`config.mk`:
```
export PLATFORM = sky130hd
export DESIGN_NAME = ctrl_unit_pipe
export DESIGN_NICKNAME = d
export VERILOG_FILES = /design/src/rtl/ctrl_pkg.sv /design/src/rtl/ctrl_cond_eval.sv /design/src/rtl/ctrl_unit_pipe.sv
export SDC_FILE = /design/constraint.sdc
export NUM_CORES = 1
export LEC_CHECK = 0
export BUFFER_PORTS_ARGS = -buffer_cell sky130_fd_sc_hd__buf_2
export CAP_MARGIN = 20
export CELL_PAD_IN_SITES_DETAIL_PLACEMENT = 1
export CELL_PAD_IN_SITES_GLOBAL_PLACEMENT = 1
export CORE_UTILIZATION = 34
export DETAILED_ROUTE_END_ITERATION = 8
export MAX_ROUTING_LAYER = met4
export PLACE_DENSITY_LB_ADDON = 0.1
export SLEW_MARGIN = 10
export SYNTH_ARGS = -nofsm -noshare
export SYNTH_HDL_FRONTEND = slang
export SYNTH_SLANG_ARGS = --single-unit
```
`constraint.sdc`:
```
create_clock -name clk -period 2.19 [get_ports clk]
set_input_delay 0 -clock clk [delete_from_list [all_inputs] [get_ports clk]]
set_output_delay 0 -clock clk [all_outputs]
set_load 0.1 [all_outputs]
```
`src/rtl/ctrl_pkg.sv`:
```
// Shared constants and types for the ID-stage control unit.
// Imported by the decoder pipeline and the condition evaluator.
package ctrl_pkg;

    localparam logic [1:0] MODE_NORM = 2'b00;
    localparam logic [1:0] MODE_MEM  = 2'b01;
    localparam logic [1:0] MODE_BR   = 2'b10;
    localparam logic [1:0] MODE_RSV  = 2'b11;

    localparam logic [3:0] OP_AND = 4'b0000;
    localparam logic [3:0] OP_EOR = 4'b0001;
    localparam logic [3:0] OP_SUB = 4'b0010;
    localparam logic [3:0] OP_ADD = 4'b0100;
    localparam logic [3:0] OP_ADC = 4'b0101;
    localparam logic [3:0] OP_SBC = 4'b0110;
    localparam logic [3:0] OP_TST = 4'b1000;
    localparam logic [3:0] OP_CMP = 4'b1010;
    localparam logic [3:0] OP_ORR = 4'b1100;
    localparam logic [3:0] OP_MOV = 4'b1101;
    localparam logic [3:0] OP_MVN = 4'b1111;

    localparam logic [3:0] CMD_NOP = 4'b0000;
    localparam logic [3:0] CMD_MOV = 4'b0001;
    localparam logic [3:0] CMD_ADD = 4'b0010;
    localparam logic [3:0] CMD_ADC = 4'b0011;
    localparam logic [3:0] CMD_SUB = 4'b0100;
    localparam logic [3:0] CMD_SBC = 4'b0101;
    localparam logic [3:0] CMD_AND = 4'b0110;
    localparam logic [3:0] CMD_ORR = 4'b0111;
    localparam logic [3:0] CMD_EOR = 4'b1000;
    localparam logic [3:0] CMD_MVN = 4'b1001;

    localparam logic [3:0] COND_EQ = 4'b0000;
    localparam logic [3:0] COND_NE = 4'b0001;
    localparam logic [3:0] COND_CS = 4'b0010;
    localparam logic [3:0] COND_CC = 4'b0011;
    localparam logic [3:0] COND_MI = 4'b0100;
    localparam logic [3:0] COND_PL = 4'b0101;
    localparam logic [3:0] COND_VS = 4'b0110;
    localparam logic [3:0] COND_VC = 4'b0111;
    localparam logic [3:0] COND_HI = 4'b1000;
    localparam logic [3:0] COND_LS = 4'b1001;
    localparam logic [3:0] COND_GE = 4'b1010;
    localparam logic [3:0] COND_LT = 4'b1011;
    localparam logic [3:0] COND_GT = 4'b1100;
    localparam logic [3:0] COND_LE = 4'b1101;
    localparam logic [3:0] COND_AL = 4'b1110;
    localparam logic [3:0] COND_NV = 4'b1111;

    typedef enum logic {
        ST_RUN   = 1'b0,
        ST_STALL = 1'b1
    } state_e;

    typedef struct packed {
        logic [3:0] cmd;
        logic       mem_read;
        logic       mem_write;
        logic       wb;
        logic       branch;
        logic       s;
    } ctrl_t;

    localparam ctrl_t CTRL_NOP = '0;

endpackage

```
`src/rtl/ctrl_cond_eval.sv`:
```
// ARM condition-field evaluator against {N,Z,C,V}.
// Pure combinational; shared with the branch unit.
module ctrl_cond_eval
    import ctrl_pkg::*;
(
    input  logic [3:0] cond_i,
    input  logic [3:0] nzcv_i,
    output logic       pass_o
);

    logic n, z, c, v;

    assign {n, z, c, v} = nzcv_i;

    always_comb begin
        pass_o = 1'b0;
        unique case (cond_i)
            COND_EQ: pass_o = z;
            COND_NE: pass_o = !z;
            COND_CS: pass_o = c;
            COND_CC: pass_o = !c;
            COND_MI: pass_o = n;
            COND_PL: pass_o = !n;
            COND_VS: pass_o = v;
            COND_VC: pass_o = !v;
            COND_HI: pass_o = c && !z;
            COND_LS: pass_o = !c || z;
            COND_GE: pass_o = (n == v);
            COND_LT: pass_o = (n != v);
            COND_GT: pass_o = !z && (n == v);
            COND_LE: pass_o = z || (n != v);
            COND_AL: pass_o = 1'b1;
            COND_NV: pass_o = 1'b0;
        endcase
    end

endmodule

```
`src/rtl/ctrl_unit_pipe.sv`:
```
// ID-stage control decode, load-use interlock and ID/EX register.
// Drives the IF/ID hold and a bubble-capable EX control bundle.
module ctrl_unit_pipe
    import ctrl_pkg::*;
#(
    parameter int CMD_W             = 4,
    parameter int RA_W              = 4,
    parameter int LOAD_STALL_CYCLES = 1
) (
    input  logic             clk,
    input  logic             rst_n,
    input  logic             in_valid,
    input  logic [1:0]       mode,
    input  logic [3:0]       opcode,
    input  logic             s_in,
    input  logic             imm_32_en,
    input  logic [3:0]       cond,
    input  logic [3:0]       status_nzcv,
    input  logic [RA_W-1:0]  src1,
    input  logic [RA_W-1:0]  src2,
    input  logic             two_src,
    input  logic [RA_W-1:0]  dst,
    input  logic             ext_stall,
    input  logic             branch_flush,
    output logic             ex_valid,
    output logic [CMD_W-1:0] ex_cmd,
    output logic             ex_mem_read,
    output logic             ex_mem_write,
    output logic             ex_wb_en,
    output logic             ex_branch,
    output logic             ex_s,
    output logic [RA_W-1:0]  ex_dst,
    output logic             id_stall
);

    localparam logic [2:0] CNT_INIT =
        3'((LOAD_STALL_CYCLES > 1) ? (LOAD_STALL_CYCLES - 2) : 0);

    state_e          state_q, state_d;
    logic [2:0]      cnt_q, cnt_d;
    logic            ex_valid_q, ex_valid_d;
    ctrl_t           ex_q, ex_d;
    logic [RA_W-1:0] ex_dst_q, ex_dst_d;

    ctrl_t dec;
    logic  cond_pass;
    logic  hazard;
    logic  stall_c;

    ctrl_cond_eval u_cond (
        .cond_i (cond),
        .nzcv_i (status_nzcv),
        .pass_o (cond_pass)
    );

    always_comb begin
        dec = CTRL_NOP;
        case (mode)
            MODE_MEM: begin
                dec.cmd = CMD_ADD;
                if (s_in) begin
                    dec.mem_read = 1'b1;
                    dec.wb       = 1'b1;
                end else begin
                    dec.mem_write = 1'b1;
                end
            end
            MODE_BR: dec.branch = 1'b1;
            MODE_NORM: begin
                case (opcode)
                    OP_MOV:  dec.cmd = CMD_MOV;
                    OP_MVN:  dec.cmd = CMD_MVN;
                    OP_ADD:  dec.cmd = CMD_ADD;
                    OP_ADC:  dec.cmd = CMD_ADC;
                    OP_SUB:  dec.cmd = CMD_SUB;
                    OP_SBC:  dec.cmd = CMD_SBC;
                    OP_AND:  dec.cmd = CMD_AND;
                    OP_ORR:  dec.cmd = CMD_ORR;
                    OP_EOR:  dec.cmd = CMD_EOR;
                    OP_CMP:  dec.cmd = CMD_SUB;
                    OP_TST:  dec.cmd = CMD_AND;
                    default: dec.cmd = CMD_NOP;
                endcase
                // compares only set flags; everything else listed writes back
                if (opcode == OP_CMP || opcode == OP_TST) begin
                    dec.s = 1'b1;
                end else if (dec.cmd != CMD_NOP) begin
                    dec.s  = s_in;
                    dec.wb = 1'b1;
                end
            end
            default: dec = CTRL_NOP;
        endcase
        if (imm_32_en) begin
            dec.wb  = 1'b1;
            dec.cmd = CMD_ADD;
        end
        if (!cond_pass) begin
            dec.mem_read  = 1'b0;
            dec.mem_write = 1'b0;
            dec.wb        = 1'b0;
            dec.branch    = 1'b0;
            dec.s         = 1'b0;
        end
    end

    assign hazard = in_valid && ex_valid_q && ex_q.mem_read &&
                    ((src1 == ex_dst_q) ||
                     (two_src && (src2 == ex_dst_q)));

    always_ff @(posedge clk) begin
        if (!rst_n) begin
            state_q    <= ST_RUN;
            cnt_q      <= 3'd0;
            ex_valid_q <= 1'b0;
            ex_q       <= CTRL_NOP;
            ex_dst_q   <= '0;
        end else begin
            state_q    <= state_d;
            cnt_q      <= cnt_d;
            ex_valid_q <= ex_valid_d;
            ex_q       <= ex_d;
            ex_dst_q   <= ex_dst_d;
        end
    end

    always_comb begin
        state_d = state_q;
        cnt_d   = cnt_q;
        if (branch_flush) begin
            state_d = ST_RUN;
            cnt_d   = 3'd0;
        end else if (!ext_stall) begin
            unique case (state_q)
                ST_RUN: begin
                    if (hazard && (LOAD_STALL_CYCLES > 1)) begin
                        state_d = ST_STALL;
                        cnt_d   = CNT_INIT;
                    end
                end
                ST_STALL: begin
                    if (cnt_q == 3'd0) begin
                        state_d = ST_RUN;
                    end else begin
                        cnt_d = cnt_q - 3'd1;
                    end
                end
            endcase
        end
    end

    always_comb begin
        ex_valid_d = ex_valid_q;
        ex_d       = ex_q;
        ex_dst_d   = ex_dst_q;
        stall_c    = 1'b0;
        if (branch_flush) begin
            ex_valid_d = 1'b0;
            ex_d       = CTRL_NOP;
            ex_dst_d   = '0;
        end else if (ext_stall) begin
            stall_c = 1'b1;
        end else if (state_q == ST_STALL || hazard) begin
            ex_valid_d = 1'b0;
            ex_d       = CTRL_NOP;
            ex_dst_d   = '0;
            stall_c    = 1'b1;
        end else begin
            ex_valid_d = in_valid;
            ex_d       = in_valid ? dec : CTRL_NOP;
            ex_dst_d   = in_valid ? dst : '0;
        end
    end

    assign id_stall     = rst_n && stall_c;
    assign ex_valid     = ex_valid_q;
    assign ex_cmd       = CMD_W'(ex_q.cmd);
    assign ex_mem_read  = ex_q.mem_read;
    assign ex_mem_write = ex_q.mem_write;
    assign ex_wb_en     = ex_q.wb;
    assign ex_branch    = ex_q.branch;
    assign ex_s         = ex_q.s;
    assign ex_dst       = ex_dst_q;

endmodule

```
# Yosys cells after proc, flatten, opt, wreduce, memory -nomap -nowiden
# Memory sizes are Yosys's and may differ from the RTL's.
# Cells that the tools add are included.
# word_totals
word_cells	86
ramBits	0
latch_bits	0
n_memories	1
reg_bits	18
rom_bits	64
in_bits	34
output_inout_bits	15
# op_classes
bitwise_logic	3
n_addsub	1
magnitude_cmp	0
n_div	0
multipliers	0
n_reduce_logical	22
n_mux	26
eq_ne	23
shift	0
# mem_list
memory	words	width	read_ports	rd_clocked_by_memory_dff	write_ports	line_no	text
(no name shown)	16	4	1	0	0	ctrl_unit_pipe.sv:70	case (opcode)
# ops
cell	n
$eq 4x4->1 const B	10
$mux 9	2
$eq 4x3->1 const B	4
$mux 4	4
$pmux 1 s16	1
$mux 1	15
$eq 4x2->1 const B	2
$eq 4x4->1	2
$pmux 4 s2	1
$logic_and 1x1->1	7
$logic_or 1x1->1	5
$mux 5	1
$eq 4x1->1 const B	1
$logic_not 1->1	4
$logic_not 4->1	1
$reduce_bool 4->1	1
$logic_not 3->1	1
$not 1->1	3
$reduce_and 3->1	1
$sub 3x1->3 const B	1
$eq 2x1->1 const B	1
$eq 2x2->1 const B	1
$logic_not 2->1	1
$mux 2	1
other kinds (4)	4

# Depth between registers and ports, before layout
# logic_depth
word_depth	10
ltp_mapped	7
depth_no_buf	7

# Hierarchy
# A second synthesis with hierarchy kept.
# hier_totals
cells_unflattened	145
area_unflattened_um2	1231.2
# modules_own_cells
mod	n_inst	seq_area_each_um2	area_each_um2	cells_each
ctrl_unit_pipe	1	360.3	1076.0	122
ctrl_cond_eval	1	0.0	155.1	23

# Worst setup path after synthesis
# OpenSTA, ideal clock, no wires.
# synth_timing
path_kind	register to output
start	register ex_valid_q, in the netlist ex_valid
end	output port id_stall
t_required_ns	2.190
n_path_buf	1
path_stages_with_launch	6
arrival_time_ns	3.239
path_slack_ns	-1.049
path_cell_list	dfxtp_1 > nand3_1 > nor4_1 > a311oi_1 > buf_2 > a21oi_1
# synth_via
elab_chain_len	8
# synth_rtl
element	line_no	text
start, declared	ctrl_unit_pipe.sv:41	logic ex_valid_q, ex_valid_d;
start signal, assigned	ctrl_unit_pipe.sv:121	ex_valid_q <= ex_valid_d;
$logic_and 1x1->1 (3 in a row)	ctrl_unit_pipe.sv:107	assign hazard = in_valid && ex_valid_q && ex_q.mem_read &&
$logic_or 1x1->1	ctrl_unit_pipe.sv:163	end else if (state_q == ST_STALL || hazard) begin
$mux 1	ctrl_unit_pipe.sv:163	
$mux 1	ctrl_unit_pipe.sv:161	end else if (ext_stall) begin
$mux 1	ctrl_unit_pipe.sv:157	if (branch_flush) begin
$logic_and 1x1->1	ctrl_unit_pipe.sv:175	assign id_stall = rst_n && stall_c;
end, declared	ctrl_unit_pipe.sv:33	output logic id_stall
# Every way passes these cells.

# Final worst setup path
# layout_timing
start	register ex_dst_q[3], in the netlist ex_dst[3]
end	output port id_stall
# layout_via
elab_chain_len	9
word_cells_on_any_way	10
cone_classes	eq/ne: 2; mux: 3; reduce/logical: 5
# layout_rtl
element	line_no	text
start, declared	ctrl_unit_pipe.sv:43	logic [RA_W-1:0] ex_dst_q, ex_dst_d;
start signal, assigned	ctrl_unit_pipe.sv:123	ex_dst_q <= ex_dst_d;
$eq 4x4->1	ctrl_unit_pipe.sv:109	(two_src && (src2 == ex_dst_q)));
$logic_and 1x1->1	ctrl_unit_pipe.sv:109	
$logic_or 1x1->1 *	ctrl_unit_pipe.sv:108	((src1 == ex_dst_q) ||
$logic_and 1x1->1 *	ctrl_unit_pipe.sv:107	
$logic_or 1x1->1 *	ctrl_unit_pipe.sv:163	
$mux 1 *	ctrl_unit_pipe.sv:163	
$mux 1 *	ctrl_unit_pipe.sv:161	
$mux 1 *	ctrl_unit_pipe.sv:157	
$logic_and 1x1->1 *	ctrl_unit_pipe.sv:175	
# Mark *: on every way between the ends. The rest lies on a longest branch, timed or not.

==> metrics.cfg <==
[timing]
tightest_slew_ns=0.651
fin_worst_skew_ns=0.00348
finalCritPeriodShare_pct=92.6
fmax_mhz=493
setup_tns_ns=0
setup_violations=0
relSlewSlack_pct=56.5
slew_viol_final=0
finalHoldViolCount=0
whs_ns=0.0363
fin_crit_ns=2.03
setup_slack_ns=0.162
rsz0062_at_grt=no

[worst_setup_path]
r2r_slack_ns=0.44
cp_slowest_cell=buf_2
crit_arrival_ns=2.03
r2r-start=ex_dst[2]
crit_fanout=4
max_stage_delay_ns=0.43
reg2reg_to=ex_s
critPathKind=reg2out
rr_worst_depth=6
setup.worst_path.end_class=primary output
worstPathCellList=xor2_1, nor4_1, a311oi_1, buf_4, a21oi_4, buf_2
critPathLaunchType=flip-flop
path_buf_inv=2
crit_family=buffers and inverters
cp.required_ns=2.19

[cts]
clk_pin_slew_ns=0.10
numCtsBuffers=3
htreeDepth=1
clk_latency_ns=0.29
cts_root_buffer=clkbuf_4
cts_buffer_depth=2
cts_tree=built
cts.sink_count=18

[floorplan]
floorplan.initialDensity_pct=36.0
ios=49
die-area_sq_um=3810
fp.dieW_microns=61.7
fp.dieH_microns=61.7
core_sq_um=3360
rows=21

[yosys]
synth_top_cells_by_count=18 x dfxtp_1, 15 x nor2_1, 13 x nand2_1
ys.warnings.count=0
synth.top_cell.area_share_pct=29.8
synthArstFlopShare_pct=0
synth_top_family_by_area=compound AO/OA/AOI/OAI gates
synth-compound-area-share_pct=25.0
yosysSeqAreaShare_pct=29.8
netlist_area_sq_um=1210
synthAdderAreaFrac_pct=6.20
synth.ff_latch_count=18
synth_cell_types=38
synth-simple-area-share_pct=23.2
synth_xor_xnor_area_share_pct=9.40
synth_edf_count=0
netlist_instances=148
synth_top_area_cell=dfxtp_1
synth_ff_type=dfxtp_1
synthMuxAreaShare_pct=1.65
syn-num-nets=188
yosysMostFrequentCell=dfxtp_1
synthTopCellsByArea=dfxtp_1 30%, xor2_1 6.5%, ha_1 6.2%
syn_area_per_cell_sq_um=8.18

[final_layout]
drive_gt1_share_pct=32.8
num_antenna_cells=0
seq_area_sq_um=368
nets=245
area_growth_pct=34.3
multi_input_area_sq_um=805
fill_cells=433
fin_cells=250

[hold_path]
hp-class=in2reg
whs_path_depth=3
min_from=mode[1]
min_to=ex_branch

[place]
gp_congestion=0.784
placed_cells=240
place_hpwl_microns=2750
dp_slack_ns=0.412
io_buffers=48

[drt]
via_per_inst=5.14
antenna_left=0
drc=0
drt_first_iter_violations=38
post_drt_wl_per_cell_microns=13.6
vias=1284
dr.pass1.iters=4
drt_wl_total_microns=3410

[grt]
grt_max_degree=19
grt_overflow=0
antenna_found_initial=0
grt.total_usage_pct=20.3
grt_pass1_vias=1212
grt_pass1_wl_microns=5460

[power_and_ir_drop]
power_density_nw_per_um2=455
leakage_nw=0.720
ir_worst_vdd_v=0.000308

[run_status]
status=completed

[job]
cap_violations=0

==> flip-flops by register name, summed over array words and instances, names as in the netlist <==
register	flops
state_q	1
ex_mem_write	1
ex_branch	1
ex_valid	1
ex_cmd	4
ex_dst	4
cnt_q	3
ex_mem_read	1
ex_wb_en	1
ex_s	1
==> worst min-delay path, stage by stage <==
cell and delay [ns]:
buf_2 0.14, nand2_1 0.09, o41ai_2 0.06
==> final cells by class <==
class	count	share of cell area [%]
inverters	8	1.85
well taps	46	3.54
repair buffers	58	20.3
clock buffers	4	2.23
flip-flops and latches	18	22.6
multi-input cells	116	49.5
==> kinds of logic after synthesis <==
family          after synthesis
compound gates               39
xor+xnor                     13
fa+ha+maj                     6
buf+inv                      14
flops                        18
mux                           2
simple gates                 56
==> report_power, final <==
| group | total, mW | internal (mW) | switching [mW] |
|---|---|---|---|
| Sequential | 0.334 | 0.331 | 0.00327 |
| Clock | 0.206 | 0.101 | 0.105 |
| Combinational | 0.199 | 0.0762 | 0.122 |
| Total | 0.739 | 0.508 | 0.231 |
==> per-layer routing <==
metal  share of wire [%]  track usage (%)  up-vias
met1                  47             25.0      594
met3                 4.3             3.78        2
met4                0.41             2.86        0
met5                   0                -        -
li1                    -                -      652
met2                  48             35.0       36
==> what timing repair did <==
item / CTS / global route
buffers inserted: 0 / 0
resized for setup: 0 / 0
hold endpoints to repair: 6 / 0
hold buffers: 6 / 0
==> cell usage in the layout (no fill, tap or decap), drive strengths merged, types with 3 or more instances in the layout <==
cell type and instances:
nand2b 3, dfxtp 18, o21ai 3, clkbuf 4
inv 8, nor2b 4, dlygate4sd3 6, buf 52
ha 6, nand2 13, nand3 9, a21oi 11
o41ai 3, a32oi 4, nor3b 3, xor2 9
nor2 15, a211oi 3, xnor2 4
==> through the flow <==
step,util [%],power (mW),cell area [sq um]
2_1_floorplan,-,0.461,1230
3_3_place_gp,45.5,0.527,1530
3_5_place_dp,45.5,0.532,1530
4_1_cts,48.4,0.752,1630
5_1_grt,48.4,0.790,1630
6_report,48.4,0.739,1630
==> how the worst max path moves through the flow <==
| stage | start | cells after the start | end |
|---|---|---|---|
| 2_1_floorplan | ex_valid | 5 | id_stall |
| 5_1_grt | ex_valid | 6 | id_stall |
| 6_report | ex_dst[3] | 6 | id_stall |
| 3_3_place_gp | ex_dst[0] | 6 | ex_s |
| 3_5_place_dp | status_nzcv[0] | 6 | ex_s |
| 4_1_cts | ex_mem_read | 6 | id_stall |
No activity file was read; power rests on OpenSTA's default activity.
